==> src/rtl/reg_dump_reader_pkg.sv <==
// Shared datapath definitions for the register-file dump reader.
// REG_ADDR_W / REG_DATA_W match the 32x32 register file (REG).
// dump_state_e is the walk FSM: IDLE -> READ -> SEND_A -> SEND_B -> (READ | DONE).
package reg_dump_reader_pkg;

  localparam int unsigned REG_ADDR_W = 5;
  localparam int unsigned REG_DATA_W = 32;
  localparam int unsigned REG_COUNT  = 32;

  typedef enum logic [2:0] {
    IDLE,
    READ,
    SEND_A,
    SEND_B,
    DONE
  } dump_state_e;

endpackage

==> src/rtl/reg_dump_reader_if.sv <==
// Valid/ready dump stream carrying one (register index, contents) beat.
// master: dump_valid, dump_addr, dump_data out; dump_ready in.
// slave : the reverse, for the debug/trace consumer.
interface reg_dump_reader_if
  import reg_dump_reader_pkg::*;
#(
  parameter int unsigned ADDR_W = REG_ADDR_W,
  parameter int unsigned DATA_W = REG_DATA_W
);

  logic              dump_valid;
  logic              dump_ready;
  logic [ADDR_W-1:0] dump_addr;
  logic [DATA_W-1:0] dump_data;

  modport master (
    output dump_valid,
    output dump_addr,
    output dump_data,
    input  dump_ready
  );

  modport slave (
    input  dump_valid,
    input  dump_addr,
    input  dump_data,
    output dump_ready
  );

endinterface

==> src/rtl/reg_dump_reader.sv <==
// Register-file dump reader.
// Sits between the decode stage and REG's read-address inputs. While idle the
// core read addresses pass straight through; after a start pulse it walks all
// NUM_REGS registers two at a time through REG's combinational read ports and
// emits one (address, data) beat per register on the dump stream.
//
// Ports:
//   clk          system clock, rising edge
//   reset        asynchronous active-low reset
//   start        single-cycle dump request, ignored while busy
//   core_addr1/2 decode-stage read addresses
//   REG_address1/2 read addresses driven to REG
//   data_out_1/2 combinational read data from REG
//   dump         stream master (dump_valid/dump_ready/dump_addr/dump_data)
//   busy         high from the cycle after start until DONE is exited
//   done         one-cycle pulse in the DONE state
//
// Build option: define REG_DUMP_SKIP_ZERO_EN to suppress beats whose captured
// value is zero (each skipped register still costs one cycle).
module reg_dump_reader
  import reg_dump_reader_pkg::*;
#(
  parameter int unsigned NUM_REGS = REG_COUNT,
  parameter int unsigned ADDR_W   = REG_ADDR_W,
  parameter int unsigned DATA_W   = REG_DATA_W
) (
  input  logic                     clk,
  input  logic                     reset,
  input  logic                     start,
  input  logic [ADDR_W-1:0]        core_addr1,
  input  logic [ADDR_W-1:0]        core_addr2,
  output logic [ADDR_W-1:0]        REG_address1,
  output logic [ADDR_W-1:0]        REG_address2,
  input  logic [DATA_W-1:0]        data_out_1,
  input  logic [DATA_W-1:0]        data_out_2,
  reg_dump_reader_if.master        dump,
  output logic                     busy,
  output logic                     done
);

  localparam logic [ADDR_W-1:0] LAST_PTR = ADDR_W'(NUM_REGS - 2);

  dump_state_e       state;
  logic [ADDR_W-1:0] ptr;
  logic [ADDR_W-1:0] ptr_hi;
  logic [DATA_W-1:0] cap_a;
  logic [DATA_W-1:0] cap_b;
  logic              hs;
  logic              keep_rd1;
  logic              keep_cap_b;
  logic              skip_a;
  logic              skip_b;

  assign ptr_hi = ptr + ADDR_W'(1);
  assign hs     = dump.dump_valid && dump.dump_ready;

  // Beat data comes straight from the capture registers, so it cannot change
  // while a beat waits for the consumer.
  assign dump.dump_data = (state == SEND_B) ? cap_b : cap_a;

  // keep_*: whether the beat about to be presented is emitted.
  // skip_*: advance without a handshake when the beat was suppressed.
  always_comb begin
`ifdef REG_DUMP_SKIP_ZERO_EN
    keep_rd1   = (data_out_1 != '0);
    keep_cap_b = (cap_b != '0);
    skip_a     = (cap_a == '0);
    skip_b     = (cap_b == '0);
`else
    keep_rd1   = 1'b1;
    keep_cap_b = 1'b1;
    skip_a     = 1'b0;
    skip_b     = 1'b0;
`endif
  end

  always_comb begin
    if (state == IDLE) begin
      REG_address1 = core_addr1;
      REG_address2 = core_addr2;
    end else begin
      REG_address1 = ptr;
      REG_address2 = ptr_hi;
    end
  end

  always_ff @(posedge clk or negedge reset) begin
    if (!reset) begin
      state          <= IDLE;
      ptr            <= '0;
      cap_a          <= '0;
      cap_b          <= '0;
      dump.dump_valid <= 1'b0;
      dump.dump_addr  <= '0;
      busy           <= 1'b0;
      done           <= 1'b0;
    end else begin
      case (state)
        IDLE: begin
          if (start) begin
            state <= READ;
            ptr   <= '0;
            busy  <= 1'b1;
          end
        end
        READ: begin
          cap_a           <= data_out_1;
          cap_b           <= data_out_2;
          dump.dump_valid <= keep_rd1;
          dump.dump_addr  <= ptr;
          state           <= SEND_A;
        end
        SEND_A: begin
          if (hs || skip_a) begin
            dump.dump_valid <= keep_cap_b;
            dump.dump_addr  <= ptr_hi;
            state           <= SEND_B;
          end
        end
        SEND_B: begin
          if (hs || skip_b) begin
            dump.dump_valid <= 1'b0;
            if (ptr == LAST_PTR) begin
              state <= DONE;
              done  <= 1'b1;
            end else begin
              ptr   <= ptr + ADDR_W'(2);
              state <= READ;
            end
          end
        end
        DONE: begin
          done  <= 1'b0;
          busy  <= 1'b0;
          state <= IDLE;
        end
        default: state <= IDLE;
      endcase
    end
  end

endmodule

==> src/flat_wrapper.sv <==
// flat-port wrapper written by rule: the top's interface ports become plain ports
module reg_dump_reader_flat import reg_dump_reader_pkg::*;
#(
  parameter int unsigned NUM_REGS = REG_COUNT,
  parameter int unsigned ADDR_W   = REG_ADDR_W,
  parameter int unsigned DATA_W   = REG_DATA_W
)
  (clk, reset, start, core_addr1, core_addr2, REG_address1, REG_address2, data_out_1, data_out_2, busy, done, dump_dump_valid, dump_dump_addr, dump_dump_data, dump_dump_ready);
  reg_dump_reader_if #(.ADDR_W(ADDR_W), .DATA_W(DATA_W)) dump_i ();
  input  logic clk;
  input  logic reset;
  input  logic start;
  input  logic [ADDR_W-1:0] core_addr1;
  input  logic [ADDR_W-1:0] core_addr2;
  output logic [ADDR_W-1:0] REG_address1;
  output logic [ADDR_W-1:0] REG_address2;
  input  logic [DATA_W-1:0] data_out_1;
  input  logic [DATA_W-1:0] data_out_2;
  output logic busy;
  output logic done;
  output wire logic [$bits(dump_i.dump_valid)-1:0] dump_dump_valid;
  output wire logic [$bits(dump_i.dump_addr)-1:0] dump_dump_addr;
  output wire logic [$bits(dump_i.dump_data)-1:0] dump_dump_data;
  input wire logic [$bits(dump_i.dump_ready)-1:0] dump_dump_ready;
  assign dump_dump_valid = dump_i.dump_valid;
  assign dump_dump_addr = dump_i.dump_addr;
  assign dump_dump_data = dump_i.dump_data;
  assign dump_i.dump_ready = dump_dump_ready;
  reg_dump_reader #(.NUM_REGS(NUM_REGS), .ADDR_W(ADDR_W), .DATA_W(DATA_W)) u_core (.clk(clk), .reset(reset), .start(start), .core_addr1(core_addr1), .core_addr2(core_addr2), .REG_address1(REG_address1), .REG_address2(REG_address2), .data_out_1(data_out_1), .data_out_2(data_out_2), .dump(dump_i), .busy(busy), .done(done));
endmodule
==> config.mk <==
export PLATFORM = sky130hd
export DESIGN_NAME = reg_dump_reader_flat
export DESIGN_NICKNAME = d
export VERILOG_FILES = /design/src/rtl/reg_dump_reader_pkg.sv /design/src/rtl/reg_dump_reader_if.sv /design/src/rtl/reg_dump_reader.sv /design/src/flat_wrapper.sv
export SDC_FILE = /design/constraint.sdc
export NUM_CORES = 1
export LEC_CHECK = 0
export CORE_MARGIN = 4
export CORE_UTILIZATION = 42
export DETAILED_ROUTE_END_ITERATION = 10
export HOLD_SLACK_MARGIN = 0.15
export PLACE_DENSITY = 0.76
export SLEW_MARGIN = 10
export SYNTH_ARGS = -nofsm -noshare
export SYNTH_HDL_FRONTEND = slang
export SYNTH_SLANG_ARGS = --single-unit
export TNS_END_PERCENT = 100
==> constraint.sdc <==
create_clock -name clk -period 1.8 [get_ports clk]
set_clock_uncertainty 0.2 [all_clocks]
set_input_delay 0.27 -clock clk [delete_from_list [all_inputs] [get_ports clk]]
set_output_delay 0.27 -clock clk [all_outputs]
set_load 0.03 [all_outputs]
* After elaboration in Yosys (flattened, before gate mapping)
Index checks and enable logic that the tools add are counted.
Storage, ports and cells: word-level logic and storage cells 55, flip-flop bits (word level) 80, bits of input ports 78, output and inout bits 50
Cells by class: equality and inequality tests 10, multiplexer cells 22, reduce and logical (&&, ||, !) cells 13, add/subtract/negate cells 2
Operators by type and width (number):
- 32-bit 2-to-1 mux | 1
- 5-bit 2-to-1 mux | 6
- 5-bit case mux with 2 select lines | 2
- 3-bit 2-to-1 mux | 4
- 3-bit case mux with 4 select lines | 1
- 3-bit AND reduction | 3
- 2-bit nonzero test | 4
- 3-bit by 2-bit equality test with 1-bit output (second input constant) | 2
- 2-bit != test (second input constant) | 3
- 5-bit by 1-bit adder with 5-bit output (second input constant) | 1
- 5-bit by 2-bit adder with 5-bit output (second input constant) | 1
- 5-bit equality test (second input constant) | 1
- 1-bit 2-to-1 mux | 5
- 2-bit by 1-bit != test with 1-bit output (second input constant) | 2
- 1-bit case mux with 2 select lines | 2
- 2-bit AND reduction | 2
- 4-bit AND reduction | 1
- 3-bit by 1-bit equality test with 1-bit output (second input constant) | 1
- 3-bit equality test (second input constant) | 1
- 3-bit zero test | 1
- 1-bit case mux with 3 select lines | 1
- 3-bit nonzero test | 1
- 1-bit logical AND | 1

* Logic depth before layout (Yosys ltp)
word-level depth 4, mapped depth 6, gate-level depth less buffers 4

* Least setup slack after synthesis
Ideal clock, no wire load.
kind flip-flop to output port, from reg u_core.state[2], to out dump_dump_data[10], stages on the path, launching flop included 6, data arrival time 1355 ps, path buffers 3, data required time 1330 ps, setup slack -25 ps, cells stage by stage dfrtp_1 buf_6 and3b_1 buf_6 buf_6 mux2_4
On the way: word-level cells in the longest chain between the ends 2
Ends and longest elaborated chain:
- start, declared | line reg_dump_reader.sv:43 | dump_state_e state;
- start signal, assigned | line reg_dump_reader.sv:89 | state <= IDLE;
- start signal, assigned | line reg_dump_reader.sv:101 | state <= READ;
- start signal, assigned | line reg_dump_reader.sv:111 | state <= SEND_A;
- 3-bit by 2-bit equality test with 1-bit output | line reg_dump_reader.sv:59 | assign dump.dump_data = (state == SEND_B) ? cap_b : cap_a;
- 32-bit 2-to-1 mux | line reg_dump_reader.sv:59
- end, declared | line flat_wrapper.sv:23 | output wire logic [$bits(dump_i.dump_data)-1:0] dump_dump_data;
No other way between the ends.

* Worst setup path after layout
from reg u_core.state[2], to out dump_dump_data[8]
Same word-level chain as after synthesis.

==> results_dict.tcl <==
set metrics [dict create \
    status "finished with violations" \
    violations "setup timing" \
    slew_headroom 0.703 \
    ctsHtreeMaxLevel 3 \
    min_period_ns 2.25 \
    chipHeight_um 107 \
    finalSetupTns_ns -23.13 \
    tightest_slew_ns 0.446 \
    dpl_cell_area_sq_um 5540 \
    io_pins 128 \
    yosysMostFrequentCell "dfrtp_1" \
    syn_inst 282 \
    drive_gt1_frac 0.493 \
    finalSetupViolations 98 \
    finalWorstSetupSlack_ns -0.449 \
    routed-wl-met2_mm 4.98 \
    seq_power_share 0.538 \
    row_count 35 \
    cts_root_buffer "clkbuf_8" \
    cp.required_ns 1.33 \
    rsz0062_at_grt "yes" \
    synthToLayoutAreaGrowth_pct 54.9 \
    antenna_found_initial 0 \
    start_kind "flop" \
    wire_per_inst_um 17.0 \
    nets 526 \
    yosys_register_bits 79 \
    drt-met1-wl_mm 4.27 \
    fin_area_sq_um 6330 \
    vias 2860 \
    grt_pass1_vias 3168 \
    power.switching_mw 0.724 \
    power_frac_clock 0.389 \
    cts_num_sinks 79 \
    timing.final.crit_share 1.25 \
    p_int_mw 2.58 \
    vias_per_cell 4.92 \
    clock_path_buffers 2 \
    ant_nets 0 \
    syn_area_sq_um 4080 \
    ys_dominant_reg_cell "dfrtp_1" \
    synth.net_count 361 \
    multi_input_area_sq_um 2050 \
    combinationalPowerShare 0.073 \
    p_sw_frac 0.219 \
    cp-end-kind "primary output" \
    start_util 0.436 \
    p_leak_nw 2.93 \
    slew_violations 0 \
    fmax_mhz 445 \
    avgSynthCellArea_sq_um 14.5 \
    post-route-util 0.675 \
    grt_usage 0.176 \
    cp.arrival_ns 1.78 \
    register_area_sq_um 1980 \
    ys_warn_count 0 \
    drtIter0Drc 67 \
    io_buffer_count 127 \
    crit_type "reg -> out" \
    preCtsSetupSlack_ns -0.450 \
    drc 0 \
    gp_congestion 0.703 \
    worstPathMaxFanout 10 \
    detail_route.wirelength_mm 9.86 \
    synth.distinct_cells 39 \
    die_width_um 107 \
    seq_area_frac_synth 0.484 \
    cts-buffers-inserted 9 \
    synth_edf_count 0 \
    hold_viol 0 \
    cap_viol_max_count 0 \
    grt_start_max_net_pins 80 \
    tritoncts "yes" \
    grt_pass1_wl_mm 16.0 \
    clk_latency_ns 0.34 \
    fillers 706 \
    peakVddDrop_v 0.000343 \
    yosys.area.top_type "dfrtp_1" \
    routed-wl-met3_um 507 \
    synth_commonest_cells "79 x dfrtp_1, 74 x mux2_4, 25 x nand2_1" \
    diodes 0 \
    synth_top_area_share 0.484 \
    dp_hpwl_mm 6.35 \
    dr.pass1.iters 5 \
    top_layer "met4" \
    grt_overflow 0 \
    core_sq_um 9370 \
    hp-class "in -> async" \
    die-area_sq_um 11400 \
    power_density_nw_per_um2 523 \
    clk_pin_slew_ns 0.09 \
    synthArstFlopShare 1.00 \
    yosys-top-cells-area "dfrtp_1 48%, mux2_4 27%, mux2_2 6.1%" \
]
[power by group through the flow]
stage               registers (mW)  logic, mW  clock network, mW
finish                        1.78      0.241               1.29
global route                  1.78      0.260               1.40
CTS                           1.78      0.240               1.33
detailed placement            1.81      0.238                  0
global placement              1.81      0.235                  0
floorplan                     1.82     0.0146                  0
[registers in the layout, indices dropped and copies added (netlist names)]
register / cells
u_core.dump.dump_valid: 1
u_core.cap_b: 32
u_core.busy: 1
u_core.ptr: 4
u_core.cap_a: 32
u_core.done: 1
u_core.dump.dump_addr: 5
u_core.state: 3
[worst max-delay path: stages (launching register included)]
cell     delay (ns)
dfrtp_1        0.37
and3b_2        0.34
buf_12         0.18
buf_4          0.12
mux2_4         0.29
buf_6          0.14
[final cells by class]
type                    count  area share
repair buffers            174       0.307
multi-input cells         180       0.324
clock inverters             5     0.00930
flip-flops and latches     79       0.313
inverters                   3     0.00178
well taps                 129      0.0255
clock buffers              11      0.0208
[path summary, 6_finish.rpt]
kind | cells past startpoint | start | endpoint | slack, ns
max in group asynchronous | 3 | reset | u_core.dump.dump_valid | 0.74
worst min-delay path | 3 | reset | u_core.dump.dump_addr[4] | 0.28
min in group clk | 2 | u_core.dump.dump_addr[0] | u_core.dump.dump_addr[0] | 0.30
worst min register to register | 2 | u_core.dump.dump_addr[0] | u_core.dump.dump_addr[0] | 0.30
worst max-delay path | 5 | u_core.state[2] | dump_dump_data[8] | -0.45
worst max register to register | 9 | u_core.state[2] | u_core.cap_a[18] | -0.26
[routing by layer]
layer	global-route usage	vias to the layer above
met5	0	-
met4	0.0466	0
met3	0.0427	10
met2	0.300	81
met1	0.223	1429
li1	-	1340
[cell usage in the layout, fill, tap and decap left out, types with 2 or more instances in the layout]
master	n
a31oi_1	2
buf_4	12
clkdlybuf4s50_1	76
mux2_2	10
dfrtp_1	79
nand2b_1	5
clkbuf_16	2
buf_8	6
buf_2	5
dlygate4sd2_1	8
clkbuf_8	9
buf_12	14
o211ai_1	2
a21oi_1	7
o22ai_1	2
nand2_4	4
nand2_1	13
nand2_2	8
nand2b_4	2
a22o_1	4
nor2_1	2
a221o_1	4
clkinvlp_4	2
mux2_4	86
inv_1	3
buf_6	50
clkbuf_1	2
nand3b_1	5
[what timing repair did]
action | in CTS | in global routing
pin swaps | 1 | 11
buffers inserted | 22 | 7
hold buffers | 1 | 0
hold endpoints to repair | 79 | 0
gates cloned | 4 | 2
resized for setup | 257 | 54
setup endpoints to repair | 75 | 112
[through the flow]
stage,hold slack (ns),instances,power (mW)
after floorplan,-0.226,282,1.83
after global placement,0.127,537,2.05
after detailed placement,0.127,537,2.05
after CTS,0.300,578,3.35
after global routing,0.311,581,3.44
final,0.276,581,3.31
[kinds of logic (layout without fill, tap and decap cells)]
logic type | after synthesis | after routing | share of synthesized area
multiplexers | 96 | 96 | 0.333
flip-flops | 79 | 79 | 0.484
AND/OR/NAND/NOR | 54 | 54 | 0.0785
AO/OA/AOI/OAI | 29 | 29 | 0.0518
buffers and inverters | 23 | 193 | 0.0496
adder cells (fa/ha/maj) | 1 | 1 | 0.00306
(Power assumes the default switching activity.)
